--- config.mk ---
export PLATFORM = sky130hd
export DESIGN_NAME = moore_3_steer
export DESIGN_NICKNAME = d
export VERILOG_FILES = /design/src/rtl/moore_3_steer.sv
export SDC_FILE = /design/constraint.sdc
export NUM_CORES = 1
export LEC_CHECK = 0
export CAP_MARGIN = 20
export CORE_MARGIN = 3
export CORE_UTILIZATION = 57
export DETAILED_ROUTE_END_ITERATION = 10
export PLACE_DENSITY_LB_ADDON = 0.1
export SETUP_SLACK_MARGIN = 0.5
export SKIP_CTS_REPAIR_TIMING = 1
export SLEW_MARGIN = 5
export SYNTH_ARGS = -nofsm -noshare
export SYNTH_HDL_FRONTEND = slang
export SYNTH_SLANG_ARGS = --single-unit
--- constraint.sdc ---
create_clock -name clk -period 3.6 [get_ports clk]
set_input_delay 0.9 -clock clk [delete_from_list [all_inputs] [get_ports clk]]
set_output_delay 0.9 -clock clk [all_outputs]
set_load 0.02 [all_outputs]
--- src/rtl/moore_3_steer.sv ---
// moore_3_steer: initiator-side controller for the 3-state Moore machine
// (W=00, X=01, Y=10; output y=1 only in X). It accepts a target state over a
// valid/ready handshake and steps the controlled FSM along the shortest legal
// path to it. It keeps a shadow copy of the controlled FSM state and checks
// the controlled FSM's registered y against the Moore output it should show.
module moore_3_steer #(
    parameter int unsigned STEP_GAP = 0,    // idle cycles between path steps (0..15)
    parameter bit          CHECK_EN = 1'b1  // 0 keeps err_mismatch at 0
) (
    input  logic       clk,
    input  logic       rst,          // synchronous, active-low
    input  logic       req_valid,
    input  logic [1:0] req_state,
    output logic       req_ready,
    output logic       x,
    output logic       step,
    input  logic       y_obs,
    output logic       done,
    output logic       err_invalid,
    output logic       err_mismatch,
    output logic [1:0] cur_state
);

    // Encodings of the controlled machine's states.
    localparam logic [1:0] ST_W   = 2'b00;
    localparam logic [1:0] ST_X   = 2'b01;
    localparam logic [1:0] ST_Y   = 2'b10;
    localparam logic [1:0] ST_BAD = 2'b11;

    // The GAP state is unreachable when no gap is configured.
    localparam bit         HAS_GAP  = (STEP_GAP != 0);
    localparam logic [3:0] GAP_LAST = HAS_GAP ? 4'(STEP_GAP - 1) : 4'd0;

    typedef enum logic [1:0] {
        C_IDLE = 2'b00,
        C_STEP = 2'b01,
        C_GAP  = 2'b10,
        C_DONE = 2'b11
    } ctrl_t;

    ctrl_t      ctrl_q,  ctrl_d;
    logic [1:0] target_q, target_d;
    logic [3:0] gap_q,    gap_d;
    logic       chk_pending_q, chk_pending_d;  // previous cycle was a step
    logic       chk_exp_q,     chk_exp_d;      // y expected in the cycle after that step

    logic [1:0] shadow_d;
    logic       req_ready_d;
    logic       x_d;
    logic       step_d;
    logic       done_d;
    logic       err_invalid_d;
    logic       err_mismatch_d;

    // Transition table of the controlled machine.
    function automatic logic [1:0] advance(input logic [1:0] s, input logic xb);
        case (s)
            ST_W:    return xb ? ST_X : ST_Y;
            ST_X:    return xb ? ST_Y : ST_X;
            ST_Y:    return xb ? ST_W : ST_Y;
            default: return ST_W;
        endcase
    endfunction

    // Steering bit toward target t: only W has a choice; X and Y always
    // move forward around the ring (X->Y->W).
    function automatic logic steer(input logic [1:0] s, input logic [1:0] t);
        return (s == ST_W) ? (t == ST_X) : 1'b1;
    endfunction

    // Next-state and next-output decode for the control FSM and shadow.
    always_comb begin
        // NOTE: every signal written here gets a default first so that no
        // path through the case leaves one unassigned, which would infer a latch.
        ctrl_d         = ctrl_q;
        target_d       = target_q;
        gap_d          = gap_q;
        shadow_d       = cur_state;
        req_ready_d    = 1'b0;
        x_d            = 1'b0;
        step_d         = 1'b0;
        done_d         = 1'b0;
        err_invalid_d  = 1'b0;
        err_mismatch_d = err_mismatch;
        chk_pending_d  = step;
        chk_exp_d      = (cur_state == ST_X);

        // The controlled FSM registers y, so in the cycle after a step it
        // still shows the Moore output of the pre-step state.
        if (CHECK_EN && chk_pending_q && (y_obs != chk_exp_q)) begin
            err_mismatch_d = 1'b1;
        end

        // The shadow moves only on cycles in which step is driven.
        if (step) begin
            shadow_d = advance(cur_state, x);
        end

        case (ctrl_q)
            C_IDLE: begin
                req_ready_d = 1'b1;
                if (req_valid && req_ready) begin
                    if (req_state == ST_BAD) begin
                        err_invalid_d = 1'b1;
                    end else if (req_state == cur_state) begin
                        ctrl_d      = C_DONE;
                        done_d      = 1'b1;
                        req_ready_d = 1'b0;
                    end else begin
                        ctrl_d      = C_STEP;
                        target_d    = req_state;
                        step_d      = 1'b1;
                        x_d         = steer(cur_state, req_state);
                        req_ready_d = 1'b0;
                    end
                end
            end

            C_STEP: begin
                if (shadow_d == target_q) begin
                    ctrl_d = C_DONE;
                    done_d = 1'b1;
                end else if (HAS_GAP) begin
                    ctrl_d = C_GAP;
                    gap_d  = GAP_LAST;
                end else begin
                    step_d = 1'b1;
                    x_d    = steer(shadow_d, target_q);
                end
            end

            C_GAP: begin
                if (gap_q == 4'd0) begin
                    ctrl_d = C_STEP;
                    step_d = 1'b1;
                    x_d    = steer(cur_state, target_q);
                end else begin
                    gap_d = gap_q - 4'd1;
                end
            end

            C_DONE: begin
                ctrl_d      = C_IDLE;
                req_ready_d = 1'b1;
            end

            default: begin
                ctrl_d      = C_IDLE;
                req_ready_d = 1'b1;
            end
        endcase
    end

    // State and registered-output flops with synchronous active-low reset.
    always_ff @(posedge clk) begin
        // NOTE: sequential state uses non-blocking assignments so every flop
        // samples the values from before this edge, independent of statement order.
        if (!rst) begin
            ctrl_q        <= C_IDLE;
            target_q      <= ST_W;
            gap_q         <= 4'd0;
            chk_pending_q <= 1'b0;
            chk_exp_q     <= 1'b0;
            cur_state     <= ST_W;
            req_ready     <= 1'b1;
            x             <= 1'b0;
            step          <= 1'b0;
            done          <= 1'b0;
            err_invalid   <= 1'b0;
            err_mismatch  <= 1'b0;
        end else begin
            ctrl_q        <= ctrl_d;
            target_q      <= target_d;
            gap_q         <= gap_d;
            chk_pending_q <= chk_pending_d;
            chk_exp_q     <= chk_exp_d;
            cur_state     <= shadow_d;
            req_ready     <= req_ready_d;
            x             <= x_d;
            step          <= step_d;
            done          <= done_d;
            err_invalid   <= err_invalid_d;
            err_mismatch  <= err_mismatch_d;
        end
    end

endmodule
==> results.md, run 1 <==
* H-tree Lvls at 1
* Synth warnings at 0
* Via count at 884
* # setup viols final at 0
* CTS tree: built
* Syn avg cell area at 8.843 um^2
* Simple-Gate Fraction of Synth Area at 0.2366
* Largest net degree at the start of global routing at 20
* Rows at 14
* Required @ worst endpoint at 2.70 ns
* ANT cells at 0
* WL final at just under 2000 um
* Synthesized area at about 1100 um^2
* Multi-input gate area in the final layout at 629.4 um^2
* Layout Nets at 145
* Worst Max-Slew Pin Slew at about 0.57 ns
* DR DRC count at 0
* Max Freq at around 390 MHz
* Post-synthesis cell count at 119
* Leakage at 0.4783 nW
* Share of total power in combinational logic at 0.465
* Crit-path max FO at 17
* First-pass GRT wire length at roughly 3400 um
* Port bufs at 13
* Adder-Cell Fraction of Synth Area at 0.08323
* WP buf/inv at 1
* Netlist cell types at 45
* Synth Area in Compound Gates at 0.2057
* Largest family of logic cells by synthesized area: simple AND/OR/NAND/NOR gates
* Fin. max-slew vios at 0
* Clock network power share at 0.128
* Grt total ovfl at 0
* Final period utilization at 0.7080
* Worst EP arrival at ~1.7 ns
* Total clock sinks at 18
* Peak VDD IR at between 0.3 and 0.4 mV
* Hpwl dp at 1456 um
* Hold Crit Class: flop to flop
* Sw frac at 0.4011
* Worst Setup End Kind: output port
* Pwr dens at 635.8 nW/um^2
* Core area at 1612 um^2
* Starting Density at 0.6530
* Layout cells sized above 1 at 0.06923
* Die H at between 40 and 50 um
* Post-synthesis mux area share at 0.03924
* Skew final at 0.0009899 ns
* Worst-path clk slew at 0.10 ns
* GRT Util Overall at 0.1795
* Slowest stage delay, CP at roughly 0.7 ns
* Storage element area at 360.3 um^2
* Post-layout min period at 2.549 ns
* Net Sw Power at 0.3057 mW
* Status: complete, no violations
* Top FF cell, synth: dfxtp_1
* Cell chosen for the clock root: clkbuf_4
* CTS Buffer Depth at 2
* Vias in the first global route at 779
* Routed Antenna Nets at 0
* Seq pwr share at 0.408
* Internal at about 0.46 mW
* Synth Register Bits at 18
* CTS buffer count at 3
* DR vias/cell at 5.740
* RSZ-0062 raised after global routing: no
* Setup CP Type: flop to output port
* Slew margin rel. at 0.6220
* Die ar. at 2398 um^2
* Max cap viols at 0
* Initial antenna violation count at 0
* Setup_tns at 0 ns
* Starting DRT DRC Count at 24
* Post-Synth XOR/XNOR Area at 0.03329
* Critical Path Source Type: flop
* Hold Fails Final Rpt at 0
* Hold_ws at 0.4868 ns
* Fillers at 133
* DR pass1 iterations at 4
* Critical-path cell list: clkdlybuf4s50_1
* DIE WIDTH at 48.97 um
* I/O Pins at 14
* Gpl congestion at just over 0.8
* Register area share after synthesis at 0.3424
* Synthesized Nets at 132
* Slowest cell on the critical path: clkdlybuf4s50_1
* Delay-heaviest family, CP: buffers and inverters
* Post-synthesis async set-or-reset flop share at 0
* Skew-Pair Late Insertion Delay at 0.29 ns
* Area Overhead vs Synth at 13.91%
* Power Total at 0.7621 mW
* Post-synth EDFFs at 0
* Drt wl/cell at 12.92 um
==> synthesized netlist by cell type, types with 2 or more instances <==
library cell,n,share of area
inv_1,7,0.025
dfxtp_1,18,0.34
nand3_1,3,0.014
o211ai_1,2,0.014
nand2_1,8,0.029
a21oi_1,6,0.029
o21ai_1,3,0.014
nor2_1,5,0.018
mux2i_1,3,0.029
ha_1,7,0.083
xnor2_1,2,0.017
and2_1,5,0.030
nor3b_1,2,0.014
nor2b_1,6,0.036
buf_6,2,0.021
xor2_1,2,0.017
o21ai_0,7,0.033
nand2b_1,4,0.024
==> final timing paths <==
kind	cells past startpoint	slack, ns	from	end
setup / recovery	1	1.05	cur_state[0]$_SDFF_PN0_	cur_state[0]
hold / removal	2	0.49	chk_pending_q$_SDFF_PN0_	err_mismatch$_SDFFE_PN0P_
setup reg to reg	7	1.70	gap_q[0]$_SDFFE_PN0P_	gap_q[3]$_SDFFE_PN0P_
hold reg to reg	2	0.49	chk_pending_q$_SDFF_PN0_	err_mismatch$_SDFFE_PN0P_
==> flip-flops by register name (all words and copies together) (netlist names) <==
signal	flops
cur_state	2
chk_pending_q	1
gap_q	4
ctrl_q	2
x	1
done	1
target_q	2
err_invalid	1
chk_exp_q	1
req_ready	1
err_mismatch	1
step	1
==> layout by cell type (no fill, tap or decap), drive strengths merged, types with 3 or more instances in the layout <==
master         count
nand3              3
ha                 7
inv                7
clkdlybuf4s50     13
dfxtp             18
a21oi              6
nor2               5
clkbuf             3
mux2i              3
o211ai             3
nand2b             4
o21ai             10
nand2              8
nor2b              6
and2               6
==> power groups by stage <==
stage,logic [mW],registers [mW],clock network (mW)
2_1_floorplan,0.253,0.312,0
3_3_place_gp,0.339,0.311,0
5_1_grt,0.386,0.321,0.107
6_report,0.354,0.311,0.0972
4_1_cts,0.353,0.310,0.0971
3_5_place_dp,0.347,0.314,0
==> worst reg2reg max path, delay by kind of cell (launching register included) <==
kind / cells / cell delay [ns]
adders and majority gates: 1 / 0.21
DFF: 1 / 0.34
buffers and inverters: 1 / 0.07
xor gates and xnor gates: 1 / 0.13
and+or+nand+nor: 4 / 1.06
==> cell type report <==
cell class                      count  share of cell area
Clock buffer                        3             0.01879
Inverter                            7             0.02192
Tap cell                           24             0.02505
Sequential cell                    18              0.3006
Timing Repair Buffer               13              0.1086
Multi-Input combinational cell     89              0.5251
==> stage by stage <==
stage	instance area, um^2	cells	setup WS, ns	utilization
finish	1199	154	1.051	0.7438
floorplan	1052	119	1.890	-
global placement	1176	151	1.225	0.7298
CTS	1199	154	1.057	0.7438
global route	1199	154	0.9521	0.7438
detailed placement	1176	151	1.205	0.7298
==> metal layers <==
metal  track usage  wire (um)
met1        0.2454        958
met4       0.05687         22
met3       0.02752         97
met5             0          0
met2        0.2873        910
==> cell families (layout without fill, tap and decap cells) <==
family,after synthesis,after routing
compound gates,32,32
simple gates,42,42
buf+inv,12,23
fa+ha+maj,7,7
mux,4,4
flops,18,18
xor+xnor,4,4
Power figures use the tool's default switching activity.
==> run 2: changes to the inputs <==
- CORE_UTILIZATION: 57 -> 48
- clock period: 3.6 -> 2.3 ns (I/O delays scaled with it)
==> run 2 against run 1 <==
  * Sequential power increased by 59%
  * Via count down 1.6%
  * Final area is 6.5% higher
  * Clock skew up 0.0068 ns
  * Global-route usage is 1.4 points lower
  * Clock-buffer cell count rose by 1
  * Total power grew 61%
  * Critical path type unchanged
  * Critical endpoint unchanged
==> results.md, run 2 (synthesized netlist as in run 1, its figures left out) <==
* Post-layout util at 0.6312
* Pwr dens at 962.1 nW/um^2
* Port bufs at 13
* Post-Place Setup Slack at roughly 0.25 ns
* Setup CP Type: flop to output port
* Largest register by flop count: gap_q
* Max cap viols at 0
* Met3 GRT Util at 0.02849
* Fin. max-slew vios at 0
* R2r setup slk at 0.62 ns
* Multi-input gate area in the final layout at 646.9 um^2
* Critical-path cell list: clkdlybuf4s50_1
* GR Util met2 at 0.2727
* Gpl congestion at 0.7359
* GR peak layer: met2
* Via count at 870
* Number of flip-flops in the largest register at 4
* Leakage at 0.6226 nW
* Max Freq at 510.5 MHz
* M1 GR Usage at 0.2163
* Starting DRT DRC Count at 5
* DR vias/cell at about 5.4
* Delay-heaviest family, CP: buffers and inverters
* Cell chosen for the clock root: clkbuf_4
* Status: complete, no violations
* Fillers at 170
* CTS tree: built
* Area Overhead vs Synth at 21.28%
* Most frequent cells in the layout: dfxtp_1 (14), nand2_1 (8), dlymetal6s2s_1 (8)
* Required @ worst endpoint at 1.73 ns
* Die ar. at between 2000 and 3000 um^2
* Layout cells sized above 1 at 0.1504
* CTS Buffer Depth at 2
* Peak VDD IR at approximately 0.66 mV
* Final setup margin at 0.3410 ns
* Slowest stage delay, CP at 0.63 ns
* Drt wl/cell at 12.79 um
* Total clock sinks at 18
* Initial antenna violation count at 0
* Rows at 16
* Placement Cell Area at about 1200 um^2
* WL final at 2046 um
* Die H at roughly 53 um
* Storage element area at 367.9 um^2
* ANT cells at 0
* Worst EP arrival at around 1.4 ns
* Layout Nets at 147
* Slew margin rel. at 0.7743
* Largest net degree at the start of global routing at 18
* H-tree Lvls at 1
* Skew final at 0.007817 ns
* Starting Density at 0.5204
* GRT Util Overall at 0.1657
* Grt total ovfl at 0
* I/O Pins at 14
* Critical Path Source Type: flop
* DIE WIDTH at 52.82 um
* Design area at 1276 um^2
* DR DRC count at 0
* Final period utilization at 0.8517
* Skew-Pair Late Insertion Delay at between 0.2 and 0.3 ns
* Post-layout min period at 1.959 ns
* # setup viols final at 0
* First-pass GRT wire length at ~3400 um
* Slowest cell on the critical path: clkdlybuf4s50_1
* Hold Fails Final Rpt at 0
* Setup_tns at 0 ns
* RSZ-0062 raised after global routing: yes
* Worst Max-Slew Pin Slew at 0.3385 ns
* Routed Antenna Nets at 0
* CTS buffer count at 3
* Crit-path max FO at 17
* Worst Setup End Kind: output port
* Worst-path clk slew at 0.11 ns
* DR pass1 iterations at 4
* Hpwl dp at roughly 1500 um
* Hold_ws at 0.4961 ns
* WP buf/inv at 1
* Vias in the first global route at around 750
* Core area at 2022 um^2
* Commonest non-fill, non-tap cell in the layout: dfxtp_1
* Hold Crit Class: flop to flop
run 2: cell types whose count changed in the layout (fill, tap and decap cells not counted), moves of 2 or more:
cell,before,now
dlymetal6s2s_1,0,8
dfxtp_1,18,14
buf_4,0,2
clkdlybuf4s50_1,13,5
dfxtp_2,0,3
run 2: where the power goes:
part	total (mW)	switching (mW)	internal, mW
Sequential	0.493	0.108	0.385
Clock	0.191	0.0954	0.0961
Combinational	0.543	0.272	0.271
Total	1.23	0.476	0.752
run 2: worst paths after layout:
path | start | end | cells after the start
worst max-delay path | cur_state[0]$_SDFF_PN0_ | cur_state[0] | 1
worst min register to register | chk_pending_q$_SDFF_PN0_ | err_mismatch$_SDFFE_PN0P_ | 2
worst min-delay path | chk_pending_q$_SDFF_PN0_ | err_mismatch$_SDFFE_PN0P_ | 2
worst max register to register | target_q[0]$_SDFFE_PN0P_ | x$_SDFF_PN0_ | 6
run 2: through the flow:
stage	total power [mW]	instances
detailed placement	1.040	155
CTS	1.229	159
global route	1.323	160
floorplan	0.8844	119
finish	1.228	160
global placement	1.027	155
run 2: cell type report:
class,instances,share of cell area
well taps,27,0.02647
flip-flops and latches,18,0.2882
multi-input cells,89,0.5069
inverters,7,0.02059
clock buffers,4,0.02843
repair buffers,15,0.1294
run 2: routing by layer:
metal | up-vias | wire length (um) | part of all wire
met3 | 4 | 63 | 0.031
met1 | 407 | 989 | 0.48
li1 | 449 | - | -
met2 | 10 | 958 | 0.47
met4 | 0 | 35 | 0.017
met5 | - | 0 | 0
